$ cat config.mk
export PLATFORM = sky130hd
export DESIGN_NAME = uart_receiver
export DESIGN_NICKNAME = d
export VERILOG_FILES = /design/src/rtl/uart_receiver.sv
export SDC_FILE = /design/constraint.sdc
export NUM_CORES = 1
export LEC_CHECK = 0
export CAP_MARGIN = 20
export CORE_ASPECT_RATIO = 2
export CORE_MARGIN = 2
export CORE_UTILIZATION = 35
export CTS_CLUSTER_DIAMETER = 30
export DETAILED_ROUTE_END_ITERATION = 10
export PLACE_DENSITY = 0.64
export SKIP_LAST_GASP = 1
export SYNTH_ARGS = -nofsm -noshare
export SYNTH_HDL_FRONTEND = slang
export SYNTH_SLANG_ARGS = --single-unit
$ cat constraint.sdc
create_clock -name clk -period 1.92 [get_ports clk]
set_input_delay 0.192 -clock clk [delete_from_list [all_inputs] [get_ports clk]]
set_output_delay 0.192 -clock clk [all_outputs]
set_load 0.01 [all_outputs]
$ cat src/rtl/uart_receiver.sv
// 8N1 UART receiver driven by a 16x oversample strobe. Validates the start bit,
// samples each bit at mid-period, checks the stop bit and hands bytes out on valid/ready.
module uart_receiver #(
  parameter int DATA_BITS  = 8,
  parameter int OVERSAMPLE = 16
) (
  input  logic                 clk,
  input  logic                 reset,
  input  logic                 rx_en,
  input  logic                 rx,
  output logic [DATA_BITS-1:0] rx_data,
  output logic                 rx_valid,
  input  logic                 rx_ready,
  output logic                 frame_err,
  output logic                 overrun,
  output logic                 busy
);

  localparam int TW = (OVERSAMPLE > 1) ? $clog2(OVERSAMPLE) : 1;
  localparam int BW = (DATA_BITS > 1) ? $clog2(DATA_BITS) : 1;
  localparam logic [TW-1:0] T_HALF = TW'(OVERSAMPLE / 2 - 1);
  localparam logic [TW-1:0] T_LAST = TW'(OVERSAMPLE - 1);
  localparam logic [BW-1:0] B_LAST = BW'(DATA_BITS - 1);

  typedef enum logic [1:0] {IDLE, START, DATA, STOP} state_t;

  state_t               state;
  logic                 armed;
  logic                 rx_meta;
  logic                 rxs;
  logic [TW-1:0]        tcnt;
  logic [BW-1:0]        bcnt;
  logic [DATA_BITS-1:0] shreg;

  // Two-flop synchronizer; resets to the idle (high) line level.
  always_ff @(posedge clk or posedge reset) begin
    if (reset) begin
      rx_meta <= 1'b1;
      rxs     <= 1'b1;
    end else begin
      rx_meta <= rx;
      rxs     <= rx_meta;
    end
  end

  // Handshake: a byte transfers on any clk edge where rx_valid and rx_ready are both high;
  // rx_valid then drops unless a new byte is delivered on that same edge.
  always_ff @(posedge clk or posedge reset) begin
    if (reset) begin
      state     <= IDLE;
      armed     <= 1'b0;
      tcnt      <= '0;
      bcnt      <= '0;
      shreg     <= '0;
      rx_data   <= '0;
      rx_valid  <= 1'b0;
      frame_err <= 1'b0;
      overrun   <= 1'b0;
      busy      <= 1'b0;
    end else begin
      frame_err <= 1'b0;
      overrun   <= 1'b0;
      if (rx_valid && rx_ready) rx_valid <= 1'b0;
      if (rx_en) begin
        case (state)
          IDLE: begin
            if (rxs) begin
              armed <= 1'b1;
            end else if (armed) begin
              state <= START;
              tcnt  <= '0;
              busy  <= 1'b1;
            end
          end
          START: begin
            if (tcnt == T_HALF) begin
              if (!rxs) begin
                state <= DATA;
                tcnt  <= '0;
                bcnt  <= '0;
              end else begin
                state <= IDLE;
                busy  <= 1'b0;
              end
            end else begin
              tcnt <= tcnt + 1'b1;
            end
          end
          DATA: begin
            if (tcnt == T_LAST) begin
              shreg <= {rxs, shreg[DATA_BITS-1:1]};
              tcnt  <= '0;
              if (bcnt == B_LAST) state <= STOP;
              else bcnt <= bcnt + 1'b1;
            end else begin
              tcnt <= tcnt + 1'b1;
            end
          end
          STOP: begin
            if (tcnt == T_LAST) begin
              state <= IDLE;
              busy  <= 1'b0;
              tcnt  <= '0;
              if (rxs) begin
                if (!rx_valid || rx_ready) begin
                  rx_data  <= shreg;
                  rx_valid <= 1'b1;
                end else begin
                  overrun <= 1'b1;
                end
              end else begin
                // A held-low line (break) must return high before a new start counts.
                frame_err <= 1'b1;
                armed     <= 1'b0;
              end
            end else begin
              tcnt <= tcnt + 1'b1;
            end
          end
          default: begin
            state <= IDLE;
            busy  <= 1'b0;
          end
        endcase
      end
    end
  end

endmodule

* Word-level counts from Yosys, hierarchy flattened
Cells that the tools add are included.
** Cells by class
- Add/subtract/negate cells :: 2
- Equality and inequality tests :: 18
- Multiplexer cells :: 44
- Reductions and logical operators :: 15
** Operators with widths (number)
- 1-bit two-way mux :: 23
- 2-bit inequality test (second input constant) :: 11
- 4-bit two-way mux :: 5
- 2-bit two-way mux :: 7
- 7-bit AND reduction :: 2
- 3-bit two-way mux :: 4
- 4-bit case mux with 3 select lines :: 1
- 5-bit AND reduction :: 2
- 2-bit case mux with 4 select lines :: 1
- 3-bit case mux with 2 select lines :: 1
- 6-bit AND reduction :: 1
- 4-bit by 1-bit adder with 4-bit output (second input constant) :: 1
- 2-bit == test (second input constant) :: 2
- 4-bit by 3-bit == test with 1-bit output (second input constant) :: 1
- 4-bit == test (second input constant) :: 1
- 4-bit AND reduction :: 1
- 2-bit nonzero test :: 2
- 3-bit by 1-bit adder with 3-bit output (second input constant) :: 1
- 3-bit == test (second input constant) :: 1
- 3-bit inequality test (second input constant) :: 1
- 1-bit case mux with 3 select lines :: 1
- 3-bit AND reduction :: 1
- 3-bit nonzero test :: 1
- 2-bit by 1-bit == test with 1-bit output (second input constant) :: 1
- 6 further kinds :: 6
** Storage, ports and cells
- Flip-flop bits (word level) :: 32

* Depth between registers and ports, before layout
Gate-level depths: netlist of the first run.
- Depth after elaboration :: 7
- Gate-level depth with buffers :: 5
- Depth with buffers taken out :: 5

* Worst setup path after synthesis of the first run
No wires, ideal clock.
- Kind :: reg2reg
- Start point :: reg tcnt[0]
- End point :: reg shreg[0]
- Setup time :: 0.125 ns
- Arrival time :: 1.428 ns
- Data required time :: 1.795 ns
- Slack :: 0.368 ns
- Stages on the path, launching flop included :: 6
- Clock period less this slack :: 1.552 ns
- Path through :: dfrtp_1 -> ha_1 -> and4_1 -> and3_1 -> buf_4 -> mux2_2
** Between the ends
- Longest elaborated chain between the ends :: 2
** RTL lines
- start, declared :: RTL line 31 : logic [TW-1:0] tcnt;
- start signal, assigned :: RTL line 86 : tcnt <= tcnt + 1'b1;
- start signal, assigned :: RTL line 96 : tcnt <= tcnt + 1'b1;
- start signal, assigned :: RTL line 117 : tcnt <= tcnt + 1'b1;
- 4-bit == test :: RTL line 90 : if (tcnt == T_LAST) begin
- 3-bit AND reduction (no source line)
- end signal, assigned :: RTL line 91 : shreg <= {rxs, shreg[DATA_BITS-1:1]};
- end, declared :: RTL line 33 : logic [DATA_BITS-1:0] shreg;
No other way between the ends.
A chain may end at the register's enable or synchronous reset.

* Worst setup path in the final report of the first run
- Start point :: reg tcnt[0]
- End point :: reg shreg[3]
The elaborated chain is that of the path after synthesis.

==> results of run 1 <==
-- power breakdown --
part	switching, mW	internal (mW)	leakage (nW)
Clock	0.240	0.457	0.0645
Sequential	0.0802	0.746	0.426
Combinational	0.215	0.165	0.403
Total	0.535	1.37	0.894
-- through the flow --
stage / area (µm²) / hold WS (ns) / setup WS (ns)
2_1_floorplan: 1460 / 0.196 / 0.368
3_3_place_gp: 1700 / 0.345 / 0.168
3_5_place_dp: 1700 / 0.347 / 0.145
4_1_cts: 1830 / 0.298 / 0.136
5_1_grt: 1830 / 0.299 / 0.0428
6_report: 1830 / 0.289 / 0.111
-- cells in the final DEF (no fill, tap or decap), types with 3 or more instances in the layout --
| master | Yosys | layout |
|---|---|---|
| clkbuf_8 | 0 | 7 |
| mux2_2 | 12 | 12 |
| clkdlybuf4s50_1 | 0 | 16 |
| mux2_4 | 8 | 8 |
| inv_1 | 5 | 5 |
| dfrtp_1 | 30 | 30 |
| ha_1 | 3 | 3 |
| a21oi_1 | 3 | 3 |
| nor2_1 | 7 | 7 |
| nand2_1 | 6 | 6 |
| and3_1 | 3 | 3 |
| buf_4 | 2 | 5 |
-- flip-flops by register name, summed over array words and instances, names as in the netlist, named ones only --
signal     cells
armed          1
tcnt           4
rx_valid       1
rxs            1
shreg          8
busy           1
rx_meta        1
rx_data        8
frame_err      1
bcnt           3
overrun        1
state          1
-- path summary, 6_finish.rpt --
| check | start | end | slack [ns] | cells after the start |
|---|---|---|---|---|
| max | tcnt[0] | shreg[3] | 0.11 | 4 |
| max in group asynchronous | reset | rx_meta | 1.32 | 3 |
| max reg2reg | tcnt[0] | shreg[3] | 0.11 | 4 |
| min in group clk | rx | rx_meta | 0.31 | 1 |
| min reg2reg | rx_meta | rxs | 0.36 | 0 |
| min | reset | armed | 0.29 | 3 |
-- metal layers --
metal	vias to the layer above	share of wire (%)	GRT usage, %
met5	-	0	0
met4	0	3.2	10.4
met3	8	4.2	3.76
met2	27	54	23.4
met1	474	39	12.9
li1	451	-	-
-- final cells by class --
class | instances | area, µm²
repair buffers | 21 | 198
clock buffers | 7 | 96.3
multi-input cells | 72 | 619
fillers | 393 | 2220
inverters | 5 | 18.8
well taps | 52 | 65.1
flip-flops and latches | 32 | 803
clock inverters | 1 | 30.0
-- cells by family after synthesis --
kind of cell | after synthesis | synth area share, %
flops | 32 | 54.9
simple gates | 32 | 13.2
buf+inv | 8 | 3.08
compound gates | 17 | 8.81
fa+ha+maj | 3 | 2.57
mux | 20 | 17.5
-- what timing repair did --
item	CTS	global route
buffers inserted	0	0
endpoints found under the setup margin	0	1
gates resized for setup	0	1
-- worst max-delay path: stages, from the launching register on --
cell,delay (ns)
dfrtp_1,0.39
ha_1,0.25
and4_1,0.28
and3_1,0.39
mux2_2,0.38
==> flow_metrics.tcl, run 1 <==
set metrics [dict create \
    dp_hpwl_mm 1.98 \
    dp.cells 182 \
    maxCapViolCount 0 \
    place.gp.congestion 0.825 \
    cts_max_level 2 \
    synth_edf_count 0 \
    syn-cell-area_mm2 0.00146 \
    hp-class "primary input to asynchronous set/reset pin" \
    ys.flop_type "dfrtp_1" \
    cp_data_arrival_time_ns 1.98 \
    crit_fanout 8 \
    clk_latency_ns 0.28 \
    ys_seq_area_share_pct 54.9 \
    vias_per_cell 5.05 \
    die_area_mm2 0.00474 \
    grt_pass1_vias 1110 \
    synth_nets 120 \
    final_util_pct 45.2 \
    ios 17 \
    finalCriticalPeriod_ns 1.81 \
    synth_common_cells "dfrtp_1, mux2_2, mux2_4, nor2_1, nand2_1" \
    cts_root_buf "clkbuf_8" \
    synth-async-reset-ratio_pct 100 \
    die_w_um 49.7 \
    finalPower_mw 1.90 \
    num_rows 33 \
    power-per-cell-area_mw_per_mm2 1040 \
    setup_viol 0 \
    instances_no_fill 190 \
    ir_worst_vdd_uv 519 \
    first_pass_iters 4 \
    crit_path_end_kind "flop" \
    fin_skew_ns 0.00459 \
    yosys.cell_types.count 38 \
    slew_headroom_pct 71.8 \
    drc 0 \
    required_ns 2.09 \
    finalHoldViolCount 0 \
    path_class "flop to flop" \
    yosys_warnings 0 \
    die_h_um 95.4 \
    grt_overflow_total 0 \
    initial_core_util_pct 36.1 \
    worstMarginPinSlew_ns 0.421 \
    area_growth_pct 25.1 \
    synth.most_common_cell "dfrtp_1" \
    wirelength_mm 2.64 \
    grt_pass1_wl_mm 4.71 \
    diodes 0 \
    drive_gt1_share_pct 31.2 \
    synth_area_leaders "dfrtp_1, mux2_2, mux2_4" \
    clk_pin_slew_ns 0.07 \
    ctsHoldBuffers 0 \
    nNetsFinal 145 \
    drt-initial-drc-count 21 \
    max_freq_mhz 553 \
    cts_tree "yes" \
    vias 960 \
    ys_ff_latch 32 \
    clock-sinks 32 \
    grt_max_degree 33 \
    synthCells 112 \
    ant_nets 0 \
    outcome "complete, no violations" \
    avgSynthCellArea_um2 13.1 \
    yosysTopAreaCell "dfrtp_1" \
    grt_usage_pct 13.4 \
    finalSetupTns_ns 0 \
    wl_per_cell_um 13.9 \
    worstSetupStartpointType "flop" \
    rsz0062_at_grt "false" \
    power.leakage_nw 0.894 \
    finalMaxSlewViolations 0 \
    grt_antenna_before_repair 0 \
    clockBufferDepth 2 \
    core-area_mm2 0.00405 \
    synth_top_area_share_pct 51.3 \
    io_buffers 16 \
    post-route-period-util_pct 94.2 \
    cts_made_buffers 5 \
]
Power figures use the tool's default switching activity.
==> run 2, diff against run 1 <==
--- a/config.mk
+++ b/config.mk
@@ -6,12 +6,11 @@
 export NUM_CORES = 1
 export LEC_CHECK = 0
 export CAP_MARGIN = 20
-export CORE_ASPECT_RATIO = 2
 export CORE_MARGIN = 2
 export CORE_UTILIZATION = 35
 export CTS_CLUSTER_DIAMETER = 30
 export DETAILED_ROUTE_END_ITERATION = 10
-export PLACE_DENSITY = 0.64
+export PLACE_DENSITY = 0.61
 export SKIP_LAST_GASP = 1
 export SYNTH_ARGS = -nofsm -noshare
 export SYNTH_HDL_FRONTEND = slang
==> flow_metrics.tcl, run 2 (synthesis results as in run 1) <==
set metrics [dict create \
    finalCriticalPeriod_ns 1.76 \
    final_common_cell "dfrtp_1" \
    drive_gt1_share_pct 29.7 \
    die_h_um 68.6 \
    p_switching_uw 508 \
    fillers 355 \
    cts_max_level 2 \
    largestRegisters "rx_data: 8 flops, shreg: 8 flops, tcnt: 4 flops" \
    clockBufferDepth 2 \
    grt_usage_pct 12.6 \
    ant_nets 0 \
    dpl_worst_slack_ns 0.109 \
    io_buffers 16 \
    worstSetupStartpointType "flop" \
    power-per-cell-area_mw_per_mm2 951 \
    grt_max_degree 33 \
    power.leakage_nw 0.872 \
    ctsHoldBuffers 0 \
    vias 925 \
    dp.cells 180 \
    required_ns 2.08 \
    clk_pin_slew_ns 0.07 \
    cts-resized-gates 0 \
    finalMaxSlewViolations 0 \
    wl_per_cell_um 13.2 \
    worstMarginPinSlew_ns 0.391 \
    dp_hpwl_mm 1.82 \
    pwr-share-seq_pct 49.2 \
    num_rows 23 \
    mostFrequentLayoutCells "dfrtp_1, clkdlybuf4s50_1, mux2_2" \
    max_freq_mhz 568 \
    drc 0 \
    design_area_mm2 0.00179 \
    grt_pass1_wl_mm 4.33 \
    p_comb_share_pct 19.6 \
    cts_root_buf "clkbuf_8" \
    grt_overflow_total 0 \
    fin_skew_ns 0.00355 \
    cts_tree "yes" \
    finalHoldViolCount 0 \
    post_cts_buffers 0 \
    first_pass_iters 4 \
    place.gp.congestion 0.812 \
    clock-sinks 32 \
    p_int_mw 1.20 \
    setup_viol 0 \
    die_area_mm2 0.00471 \
    crit_fanout 8 \
    grt_pass1_vias 974 \
    post_dp_cell_area_mm2 0.00170 \
    nNetsFinal 145 \
    area_growth_pct 22.4 \
    initial_core_util_pct 36.6 \
    setup_slack_ns 0.159 \
    outcome "complete, no violations" \
    cp_data_arrival_time_ns 1.92 \
    rsz0062_at_grt "false" \
    instances_no_fill 188 \
    hold-worst-slack_ns 0.290 \
    finalSetupTns_ns 0 \
    post-route-period-util_pct 91.7 \
    slew_headroom_pct 73.9 \
    crit_path_end_kind "flop" \
    swShare_pct 29.8 \
    final_util_pct 44.8 \
    cts_made_buffers 5 \
    clock_power_share_pct 31.2 \
    hp-class "primary input to asynchronous set/reset pin" \
    path_class "flop to flop" \
    die_w_um 68.6 \
    grt_antenna_before_repair 0 \
    ios 17 \
    core-area_mm2 0.00400 \
    ir_worst_vdd_uv 725 \
    diodes 0 \
    maxCapViolCount 0 \
    vias_per_cell 4.92 \
    drt-initial-drc-count 14 \
    finalPower_mw 1.70 \
    clk_latency_ns 0.28 \
    wirelength_mm 2.49 \
]
run 2: power groups by stage:
stage	registers (mW)	logic [mW]	clock network (mW)
global placement	0.849	0.328	0
floorplan	0.820	0.271	0
global route	0.856	0.381	0.585
CTS	0.838	0.339	0.550
finish	0.839	0.333	0.531
detailed placement	0.852	0.334	0
run 2: cell type report:
class,count,area [µm²],share of cell area (%)
clock buffers,7,86.3,4.82
flip-flops and latches,32,803,44.9
repair buffers,21,198,11.0
inverters,5,18.8,1.05
multi-input cells,72,614,34.3
well taps,50,62.6,3.49
clock inverters,1,7.51,0.419
run 2: worst paths after layout:
| kind | from | to | slack, ns | cells past startpoint |
|---|---|---|---|---|
| min | reset | shreg[1] | 0.29 | 3 |
| max reg2reg | tcnt[0] | shreg[3] | 0.16 | 4 |
| max | tcnt[0] | shreg[3] | 0.16 | 4 |
| min reg2reg | rx_meta | rxs | 0.35 | 0 |
| max in group asynchronous | reset | rx_meta | 1.30 | 3 |
| min in group clk | rx | rx_meta | 0.32 | 1 |
run 2: worst max-delay path, cell delays in order, from the launching register on:
cell     delay (ns)
dfrtp_1        0.39
ha_1           0.19
and4_1         0.26
and3_1         0.42
mux2_2         0.39
run 2: layer usage:
layer  GRT usage (%)  wire length, µm
met5               0                0
met4            3.75               12
met3            4.55              120
met2            21.5             1270
met1            14.8             1090
==> run 3, diff against run 2 <==
==> constraint.sdc (replaced) <==
create_clock -name clk -period 1.92 [get_ports clk]
set_input_delay 0.288 -clock clk [delete_from_list [all_inputs] [get_ports clk]]
set_output_delay 0.288 -clock clk [all_outputs]
set_load 0.01 [all_outputs]
==> flow_metrics.tcl, run 3 (synthesis results as in run 1) <==
set metrics [dict create \
    grt_pass1_vias 944 \
    place.gp.congestion 0.800 \
    io_buffers 16 \
    grt_pass1_wl_mm 4.35 \
    num_rows 23 \
    crit_fanout 8 \
    max_freq_mhz 563 \
    dpl_worst_slack_ns 0.0621 \
    path_class "flop to flop" \
    required_ns 2.08 \
    post-route-period-util_pct 92.5 \
    setup_slack_ns 0.144 \
    cp_data_arrival_time_ns 1.94 \
    ir_worst_vdd_uv 847 \
    final_util_pct 45.9 \
    finalPower_mw 1.82 \
    crit_path_end_kind "flop" \
    dp_hpwl_mm 1.81 \
    vias_per_cell 4.87 \
    grt_overflow_total 0 \
    cts_made_buffers 5 \
    fin_skew_ns 0.00686 \
    drc 0 \
    first_pass_iters 4 \
    seq_area_um2 803 \
    clk_latency_ns 0.28 \
    core-area_mm2 0.00400 \
    ios 17 \
    finalSetupTns_ns 0 \
    finalMaxSlewViolations 0 \
    die_area_mm2 0.00471 \
    power.leakage_nw 0.895 \
    drt-initial-drc-count 10 \
    power-per-cell-area_mw_per_mm2 992 \
    outcome "complete, no violations" \
    largestRegisters "rx_data: 8 flops, shreg: 8 flops, tcnt: 4 flops" \
    cts_max_level 2 \
    grt_usage_pct 13.1 \
    wirelength_mm 2.53 \
    ctsHoldBuffers 0 \
    cts_root_buf "clkbuf_8" \
    post_dp_cell_area_mm2 0.00172 \
    finalHoldViolCount 0 \
    vias 925 \
    post_cts_buffers 0 \
    nNetsFinal 147 \
    cts-resized-gates 0 \
    clockBufferDepth 2 \
    area_growth_pct 25.5 \
    slew_headroom_pct 74.1 \
    initial_core_util_pct 36.6 \
    rsz0062_at_grt "false" \
    drive_gt1_share_pct 31.4 \
    cts_tree "yes" \
    hp-class "flop to flop" \
    setup_viol 0 \
    final_common_cell "dfrtp_1" \
    grt_antenna_before_repair 0 \
    grt_max_degree 33 \
    mostFrequentLayoutCells "dfrtp_1, clkdlybuf4s50_1, mux2_2" \
    diodes 0 \
    finalCriticalPeriod_ns 1.78 \
    multiInputGateArea_um2 614 \
    maxCapViolCount 0 \
    clock-sinks 32 \
    clk_pin_slew_ns 0.07 \
    fillers 350 \
    worstSetupStartpointType "flop" \
    worstMarginPinSlew_ns 0.386 \
    ant_nets 0 \
    die_w_um 68.6 \
    design_area_mm2 0.00184 \
    die_h_um 68.6 \
    wl_per_cell_um 13.3 \
]
## run 3: changes by cell type in the layout (fill, tap and decap cells not counted)
cell | previous run | this run
bufinv_16 | 0 | 1
buf_4 | 5 | 6
clkbuf_8 | 6 | 5
clkinv_2 | 0 | 1
buf_12 | 0 | 1
clkbuf_1 | 1 | 0
## run 3: metal layers
| layer | wire (µm) | track usage (%) |
|---|---|---|
| met3 | 124 | 3.57 |
| met4 | 85 | 9.75 |
| met1 | 1150 | 16.5 |
| met2 | 1170 | 19.0 |
| met5 | 0 | 0 |
## run 3: final cells by class
type                       instances  area share [%]
clock buffer                       5            3.75
sequential                        32            43.8
multi-input combinational         72            33.5
inverter                           5            1.02
timing repair buffer              23            12.3
clock inverter                     3            2.32
tap                               50            3.41
## run 3: worst max-delay path, stage by stage, from the launching register on
cell and delay (ns):
dfrtp_1 0.40, ha_1 0.27, and4_1 0.29, and3_1 0.23, buf_12 0.13, mux2_2 0.33
## run 3: worst paths after layout
path                       startpoint  endpoint  slack, ns  cells past startpoint
min reg2reg                   rx_meta       rxs       0.36                      0
min                           rx_meta       rxs       0.36                      0
max in group asynchronous       reset       rxs       1.21                      3
max reg2reg                   tcnt[0]  shreg[3]       0.14                      5
max                           tcnt[0]  shreg[3]       0.14                      5
min in group asynchronous       reset  shreg[1]       0.39                      3
## run 3: stage by stage
stage	instances	hold slack, ns
6_report	190	0.356
5_1_grt	190	0.367
4_1_cts	190	0.357
3_5_place_dp	182	0.347
3_3_place_gp	182	0.347
2_1_floorplan	112	0.292
## run 3: power breakdown
group,internal [mW],leakage [nW],switching (mW)
clock,0.383,0.0541,0.246
combinational,0.161,0.414,0.184
sequential,0.745,0.426,0.101
